<file path="src/rtl/mux_pkg.sv">
// Shared definitions for the N-channel scan/direct multiplexer.
package mux_pkg;

    // Operating modes of the channel selector.
    localparam logic MODE_DIRECT = 1'b0;
    localparam logic MODE_SCAN   = 1'b1;

    // Widest concatenated input bus the slice helper accepts (N_CH*DATA_W).
    localparam int MAX_BUS_W = 1024;

    // Return channel idx of a packed bus of data_w-wide channels, right-aligned
    // and zero-extended; the caller keeps the low data_w bits.
    function automatic logic [MAX_BUS_W-1:0] ch_slice(
        input logic [MAX_BUS_W-1:0] bus,
        input int unsigned          idx,
        input int unsigned          data_w
    );
        logic [MAX_BUS_W-1:0] mask;
        mask = ~({MAX_BUS_W{1'b1}} << data_w);
        return (bus >> (idx * data_w)) & mask;
    endfunction

endpackage

</file>
<file path="src/rtl/mux_next_ch.sv">
// Round-robin next-channel finder: first enabled channel at or after scan_ptr,
// wrapping from N_CH-1 back to 0.
module mux_next_ch
    import mux_pkg::*;
#(
    parameter  int N_CH  = 16,
    localparam int SEL_W = $clog2(N_CH)
) (
    input  logic [N_CH-1:0]  ch_en,
    input  logic [SEL_W-1:0] scan_ptr,
    output logic [SEL_W-1:0] nxt,
    output logic             any_en
);

    logic [N_CH-1:0]  rot_s;
    logic [SEL_W-1:0] off_s;
    logic [SEL_W:0]   sum_s;

    // Rotate enables so that bit 0 corresponds to the channel at scan_ptr.
    // scan_ptr is always < N_CH, so the doubled vector covers the wrap.
    always_comb begin
        rot_s = N_CH'({ch_en, ch_en} >> scan_ptr);
    end

    // Priority encoder: offset of the lowest set bit of the rotated enables.
    always_comb begin
        off_s = {SEL_W{1'b0}};
        for (int i = N_CH - 1; i >= 0; i--) begin
            off_s = rot_s[i] ? SEL_W'(i) : off_s;
        end
    end

    // Undo the rotation: (scan_ptr + offset) mod N_CH.
    always_comb begin
        sum_s  = {1'b0, scan_ptr} + {1'b0, off_s};
        nxt    = (sum_s >= (SEL_W+1)'(N_CH)) ? SEL_W'(sum_s - (SEL_W+1)'(N_CH))
                                              : SEL_W'(sum_s);
        any_en = |ch_en;
    end

endmodule

</file>
<file path="src/rtl/mux_nx1_scan.sv">
// N-channel registered multiplexer with valid/ready output stage.
// DIRECT mode picks the channel from sel_in; SCAN mode walks the enabled
// channels round-robin. The output register only loads in a capture slot
// (!out_valid | out_ready), so a stalled sample is never replaced.
module mux_nx1_scan
    import mux_pkg::*;
#(
    parameter  int N_CH   = 16,
    parameter  int DATA_W = 8,
    localparam int SEL_W  = $clog2(N_CH)
) (
    input  logic                   clk,
    input  logic                   rst_n,
    input  logic [N_CH*DATA_W-1:0] in_data,
    input  logic                   mode,
    input  logic [SEL_W-1:0]       sel_in,
    input  logic [N_CH-1:0]        ch_en,
    output logic [DATA_W-1:0]      out_data,
    output logic [SEL_W-1:0]       out_ch,
    output logic                   out_valid,
    input  logic                   out_ready,
    output logic                   sel_err
);

    logic [DATA_W-1:0]    data_q,  data_d;
    logic [SEL_W-1:0]     ch_q,    ch_d;
    logic                 valid_q, valid_d;
    logic                 err_q,   err_d;
    logic [SEL_W-1:0]     ptr_q,   ptr_d;

    logic                 capture_s;
    logic                 sel_oor_s;
    logic [SEL_W-1:0]     nxt_s;
    logic                 any_en_s;
    logic [SEL_W-1:0]     load_idx_s;
    logic [DATA_W-1:0]    load_data_s;
    logic [MAX_BUS_W-1:0] bus_ext_s;

    mux_next_ch #(
        .N_CH (N_CH)
    ) u_next_ch (
        .ch_en    (ch_en),
        .scan_ptr (ptr_q),
        .nxt      (nxt_s),
        .any_en   (any_en_s)
    );

    // An out-of-range select only exists when N_CH is not a power of two.
    generate
        if ((1 << SEL_W) == N_CH) begin : g_sel_pow2
            assign sel_oor_s = 1'b0;
        end else begin : g_sel_npow2
            assign sel_oor_s = (32'(sel_in) >= N_CH);
        end
    endgenerate

    assign bus_ext_s = MAX_BUS_W'(in_data);

    // Capture-slot detection and the data word that would be loaded.
    always_comb begin
        capture_s   = ~valid_q | out_ready;
        load_idx_s  = (mode == MODE_DIRECT) ? sel_in : nxt_s;
        load_data_s = DATA_W'(ch_slice(bus_ext_s, 32'(load_idx_s), 32'(DATA_W)));
    end

    // Next-state logic for the output register, error pulse and scan pointer.
    always_comb begin
        data_d  = data_q;
        ch_d    = ch_q;
        valid_d = valid_q;
        err_d   = 1'b0;
        ptr_d   = ptr_q;
        if (capture_s) begin
            if (mode == MODE_DIRECT) begin
                if (sel_oor_s) begin
                    valid_d = 1'b0;
                    err_d   = 1'b1;
                end else begin
                    data_d  = load_data_s;
                    ch_d    = sel_in;
                    valid_d = 1'b1;
                end
            end else begin
                if (any_en_s) begin
                    data_d  = load_data_s;
                    ch_d    = nxt_s;
                    valid_d = 1'b1;
                    ptr_d   = (nxt_s == SEL_W'(N_CH - 1)) ? {SEL_W{1'b0}}
                                                          : nxt_s + SEL_W'(1);
                end else begin
                    valid_d = 1'b0;
                end
            end
        end else begin
            data_d  = data_q;
            ch_d    = ch_q;
            valid_d = valid_q;
            ptr_d   = ptr_q;
        end
    end

    // State registers with asynchronous clear.
    always_ff @(posedge clk or negedge rst_n) begin
        if (!rst_n) begin
            data_q  <= {DATA_W{1'b0}};
            ch_q    <= {SEL_W{1'b0}};
            valid_q <= 1'b0;
            err_q   <= 1'b0;
            ptr_q   <= {SEL_W{1'b0}};
        end else begin
            data_q  <= data_d;
            ch_q    <= ch_d;
            valid_q <= valid_d;
            err_q   <= err_d;
            ptr_q   <= ptr_d;
        end
    end

    assign out_data  = data_q;
    assign out_ch    = ch_q;
    assign out_valid = valid_q;
    assign sel_err   = err_q;

endmodule

</file>
<file path="config.mk">
export PLATFORM = sky130hd
export DESIGN_NAME = mux_nx1_scan
export DESIGN_NICKNAME = d
export VERILOG_FILES = /design/src/rtl/mux_pkg.sv /design/src/rtl/mux_next_ch.sv /design/src/rtl/mux_nx1_scan.sv
export SDC_FILE = /design/constraint.sdc
export NUM_CORES = 1
export LEC_CHECK = 0
export CORE_UTILIZATION = 44
export CTS_CLUSTER_DIAMETER = 100
export DETAILED_ROUTE_END_ITERATION = 10
export GPL_TIMING_DRIVEN = 0
export PLACE_DENSITY = 0.94
export SKIP_LAST_GASP = 1
export SLEW_MARGIN = 10
export SYNTH_ARGS = -nofsm -noshare
export SYNTH_HDL_FRONTEND = slang
export SYNTH_HIERARCHICAL = 1
export SYNTH_SLANG_ARGS = --single-unit
</file>
<file path="constraint.sdc">
create_clock -name clk -period 6.85 [get_ports clk]
set_input_delay 1.7125 -clock clk [delete_from_list [all_inputs] [get_ports clk]]
set_output_delay 1.7125 -clock clk [all_outputs]
set_load 0.02 [all_outputs]
</file>
### After elaboration in Yosys (flattened, before gate mapping)

Cells that the tools add are included.

* bits in registers: 17
* input port bits: 152
* output and inout bits: 14
* word-level logic and storage cells: 42

* add/subtract/negate cells: 3
* magnitude comparators: 1
* eq/ne operators: 2
* shift-type cells: 2
* muxes and demuxes: 25
* bitwise gates (word level): 2
* reduce and logical (&&, ||, !) cells: 3

Operators with widths (count)
* >> shifter 128 x 7 -> 8 bit: 1
* 2-to-1 mux 4 bit: 21
* >> shifter 32 x 4 -> 16 bit: 1
* 2-to-1 mux 8 bit: 2
* OR reduction 16 bit: 1
* adder 4 x 4 -> 5 bit: 1
* greater-or-equal comparator 5 bit, second input constant: 1
* adder 4 x 1 -> 4 bit, second input constant: 1
* equality test 4 bit, second input constant: 1
* subtractor 4 x 1 -> 4 bit, second input constant: 1
* AND reduction 3 bit: 1
* 2-to-1 mux 1 bit: 2
* != test 2 x 1 -> 1 bit, second input constant: 1
* AND reduction 2 bit: 1
* inverter 1 bit: 1
* OR 1 bit: 1

### Logic depth before layout (Yosys ltp)

* depth after elaboration: 24
* mapped depth: 18
* depth with buffers taken out: 16

### By module

Netlist, hierarchy kept.

Modules (own cells, without submodules)
* mux_nx1_scan: times used 1, cells an instance 225, area each 1896.8 um^2, sequential area each 425.4 um^2
* mux_next_ch: times used 1, cells an instance 99, area each 1181.1 um^2, sequential area each 0.0 um^2

### Least setup slack after synthesis

OpenSTA, ideal clock, no wires.

* path kind: in2reg
* from: input ch_en[15]
* to: register data_q[6], in the netlist out_data[6]
* setup time: 126 ps
* arrival time: 5449 ps
* data required time: 6724 ps
* slack: 1275 ps
* stages on the path: 15
* buffers on the path: 1
* cell sequence: mux4_1 -> mux4_2 -> inv_1 -> o311ai_1 -> a311oi_1 -> o31ai_1 -> ha_1 -> fa_1 -> xor2_1 -> buf_2 -> nand2_1 -> nand2_4 -> mux4_2 -> mux2_2 -> a221o_1

* longest elaborated chain between the ends: 24
* elaborated cells between the ends (all ways): 28
* classes of those cells: add/sub (2); order compare (1); eq/ne (1); shift (2); mux (20); reduce/logical (2)

Ends and longest elaborated chain
* from (decl): line mux_nx1_scan.sv:17 `input logic [N_CH-1:0] ch_en,`
* >> shifter 32 x 4 -> 16 bit (*): line mux_next_ch.sv:22 `rot_s = N_CH'({ch_en, ch_en} >> scan_ptr);`
* 2-to-1 mux 4 bit (15 in a row): line mux_next_ch.sv:29 `off_s = rot_s[i] ? SEL_W'(i) : off_s;`
* 2-to-1 mux 4 bit (*): line mux_next_ch.sv:29
* adder 4 x 4 -> 5 bit (*): line mux_next_ch.sv:35 `sum_s = {1'b0, scan_ptr} + {1'b0, off_s};`
* subtractor 4 x 1 -> 4 bit / greater-or-equal comparator 5 bit (equally long branches): line mux_next_ch.sv:36 `nxt = (sum_s >= (SEL_W+1)'(N_CH)) ? SEL_W'(sum_s - (SEL_W+1)'(N_CH))`
* 2-to-1 mux 4 bit (*): line mux_next_ch.sv:36
* net nxt_s[2]: line mux_nx1_scan.sv:33 `logic [SEL_W-1:0] nxt_s;`
* 2-to-1 mux 4 bit (*): line mux_nx1_scan.sv:62 `load_idx_s = (mode == MODE_DIRECT) ? sel_in : nxt_s;`
* >> shifter 128 x 7 -> 8 bit (*): line mux_pkg.sv:20 `return (bus >> (idx * data_w)) & mask;`
* 2-to-1 mux 8 bit: line mux_nx1_scan.sv:84 `if (any_en_s) begin`
* 2-to-1 mux 8 bit (*): line mux_nx1_scan.sv:74 `if (mode == MODE_DIRECT) begin`
* to (signal assigned): line mux_nx1_scan.sv:105 `data_q <= {DATA_W{1'b0}};`
* to (signal assigned): line mux_nx1_scan.sv:111 `data_q <= data_d;`
* to (decl): line mux_nx1_scan.sv:25 `logic [DATA_W-1:0] data_q, data_d;`

Mark *: on every way through the listed nets, which the timed path passes. The rest lies on a longest branch. The select of a mux whose other input is x is not followed.
A chain may end at the register's enable or synchronous reset.

### Worst setup path after layout

* from: input ch_en[4]
* to: register data_q[1], in the netlist out_data[1]

The elaborated chain is that of the path after synthesis.

==> flow_summary.toml <==
[run_status]
status = "finished clean"

[route]
drt_first_pass_iters = 5
highest_layer = "met4"
wl_met3_um = 956
drt-initial-drc-count = 319
wl_met1_um = 4240
wl_met2_um = 5880
wl_per_cell_um = 19.4
routed_wl_um = 11400
via_count = 3562
vias_per_cell = 6.07
ant_nets = 0
drc = 0

[synthesis]
syn_area_um2 = 3080
syn_avg_cell_area_um2 = 9.50
ys_ff_latch = 17
ys_seq_area_share_pct = 13.8
ys.flop_type = "dfrtp_1"
yosys_warnings = 6
synth_cells = 324
synth-async-reset-ratio_pct = 100
syn_nets = 481
yosysUniqueCellTypes = 54
synth-edff-count = 0

[clock_tree]
clock_latency_ns = 0.25
cts_num_sinks = 17
cts_root_buf = "clkbuf_8"
cts_tree = "yes"
clk_pin_slew_ns = 0.06
clockBufferDepth = 2
cts.repair.resized = 0
htreeDepth = 1
cts_setup_buffers = 0
cts_buffers = 3
cts_hold_buffers = 0

[critical_path]
path_buf_inv = 2
start_kind = "input pin"
endpoint_kind = "flip-flop"
crit_required_ns = 7.03
path_cells = "clkdlybuf4s50_1, mux4_1, mux2_2, mux2_2, or3_1, o31ai_1, ha_1, fa_1, mux2i_1, clkbuf_1, nand2_1, nand3_1, o2111ai_1, nand3_1"
cp_top_family = "multiplexers"
arrival_ns = 6.80
crit_type = "in2reg"
path_max_fanout = 10
crit_slowest_cell = "mux2i_1"
max_stage_delay_ns = 0.77

[die]
initial_core_util_pct = 45.3
dieHeight_um = 85.6
ioPinCount = 166
die_x_um = 85.6
coreArea_um2 = 6790
die_area_um2 = 7330
std_cell_rows = 30

[place]
gp_congestion = 0.924
dp_hpwl_um = 9590
port_buffers = 163
dp_cells = 583
postPlaceCellArea_um2 = 4830

[finish]
nets = 649
stdcell_area_um2 = 4870
fin_util_pct = 71.7
antenna_cells = 0
stdcell_count = 587
drive_gt1_share_pct = 10.8
area_growth_pct = 58.4
fill_cells = 497

[run]
maxCapViolCount = 0

[power_and_ir_drop]
power.leakage_nw = 1.96
peakVddDrop_mv = 0.274
pwr_density_cell_nw_per_um2 = 479

[global_route]
grt_max_degree = 18
grt_pass1_vias = 3576
track_usage_pct = 30.8
antenna_found_initial = 0
gr-total-overflow = 0
grt_pass1_wl_um = 17500

[sta]
setup_tns_ns = 0
worstMarginPinSlew_ns = 0.907
slew_headroom_pct = 37.8
rsz0062_at_grt = "false"
slew_violations = 0
fin_crit_sh_pct = 96.7
hold_viol_final = 0
fmax_ghz = 0.151
fin_crit_ns = 6.62
fin_skew_ns = 0.00564
finalSetupViolCount = 0

[hold_path]
worst_hold_path_type = "reg2reg"
==> layout make-up <==
type                            instances  area (um^2)  area share (%)
Sequential cell                        17          425            8.73
Multi-Input combinational cell        276         2470            50.8
Clock buffer                            4         45.0           0.924
Tap cell                               96          120            2.46
Inverter                                8         30.0           0.616
Timing Repair Buffer                  163         1630            33.5
Buffer                                 23          148            3.03
==> synthesized netlist by cell type, drive strengths merged, types with 2 or more instances <==
cell	instances	area share, %
a21o	4	0.98
a21oi	4	0.65
a221o	2	0.65
a22oi	2	0.49
a311oi	2	0.57
a31oi	2	0.41
buf	12	3.5
clkbuf	11	1.3
dfrtp	17	14
ha	4	1.6
inv	7	0.85
mux2	15	5.6
mux2i	40	13
mux4	34	27
nand2	67	8.4
nand2b	4	0.81
nand3	36	5.9
nor2	7	0.85
nor3b	2	0.65
nor4	4	0.81
o2111ai	12	3.4
o211a	2	0.65
o21ai	8	1.3
o311ai	2	0.81
o32ai	2	0.57
or2	4	0.98
or3	2	0.41
xnor2	3	0.85
==> registers in the layout, indices dropped and copies added (netlist names) <==
register / flops
out_ch: 4
out_data: 8
out_valid: 1
ptr_q: 4
==> power by group <==
group / internal [mW] / total [mW] / leakage [nW] / switching, mW
Combinational: 0.965 / 2.08 / 1.73 / 1.11
Clock: 0.0413 / 0.0742 / 0.0228 / 0.0330
Sequential: 0.148 / 0.184 / 0.206 / 0.0357
Total: 1.15 / 2.33 / 1.96 / 1.18
==> placed cells by master, fill, tap and decap left out, types with 6 or more instances in the layout <==
cell type | synthesis | layout
clkbuf_1 | 11 | 12
clkdlybuf4s50_1 | 0 | 163
dfrtp_1 | 17 | 17
inv_1 | 7 | 7
mux2_2 | 10 | 10
mux2i_1 | 39 | 39
mux4_1 | 14 | 14
mux4_2 | 20 | 20
nand2_1 | 66 | 66
nand3_1 | 36 | 36
nor2_1 | 7 | 7
o2111ai_1 | 12 | 12
o21ai_0 | 6 | 6
==> layer usage <==
layer,global-route usage [%],up-vias
met3,6.83,34
met5,0,-
li1,-,1610
met2,54.5,219
met4,9.70,0
met1,37.4,1699
==> worst reg2reg max path, cell delays in order (launching register included) <==
cell and delay (ns):
dfrtp_1 0.37, buf_2 0.21, clkbuf_1 0.45, mux4_1 0.44, mux2_2 0.32, mux2_2 0.30
or3_1 0.37, o31ai_1 0.34, ha_1 0.27, fa_1 0.55, mux2i_1 0.77, clkbuf_1 0.46
nand2_1 0.11, nand3_1 0.10, o2111ai_1 0.21, nand3_1 0.18
==> worst paths after layout <==
path | cells after the start | slack (ns) | from | endpoint
max in group asynchronous | 1 | 4.47 | rst_n | out_data[1]$_DFFE_PN0P_
min in group asynchronous | 1 | 1.90 | rst_n | out_data[2]$_DFFE_PN0P_
min | 2 | 0.49 | out_ch[0]$_DFFE_PN0P_ | out_ch[0]$_DFFE_PN0P_
min reg2reg | 2 | 0.49 | out_ch[0]$_DFFE_PN0P_ | out_ch[0]$_DFFE_PN0P_
max | 14 | 0.23 | ch_en[4] | out_data[1]$_DFFE_PN0P_
max reg2reg | 15 | 1.33 | ptr_q[2]$_DFFE_PN0P_ | out_data[1]$_DFFE_PN0P_
==> cells by family (layout without fill, tap and decap cells) <==
logic type | Yosys count | after routing | synth area share (%)
XOR/XNOR | 4 | 4 | 1.14
AO/OA/AOI/OAI | 47 | 47 | 11.7
flip-flops | 17 | 17 | 13.8
AND/OR/NAND/NOR | 130 | 130 | 19.8
other | 1 | 1 | 0.122
adder cells (fa/ha/maj) | 5 | 5 | 2.28
buffers and inverters | 31 | 198 | 5.77
multiplexers | 89 | 89 | 45.3
==> per-stage QoR <==
stage	hold slack (ns)	setup WS, ns	power (mW)
2_1_floorplan	0.469	1.27	1.68
3_3_place_gp	0.460	0.236	2.13
3_5_place_dp	0.474	0.100	2.22
4_1_cts	0.490	0.362	2.30
5_1_grt	0.503	0.0178	2.50
6_report	0.487	0.226	2.33
No activity file was read; power rests on OpenSTA's default activity.
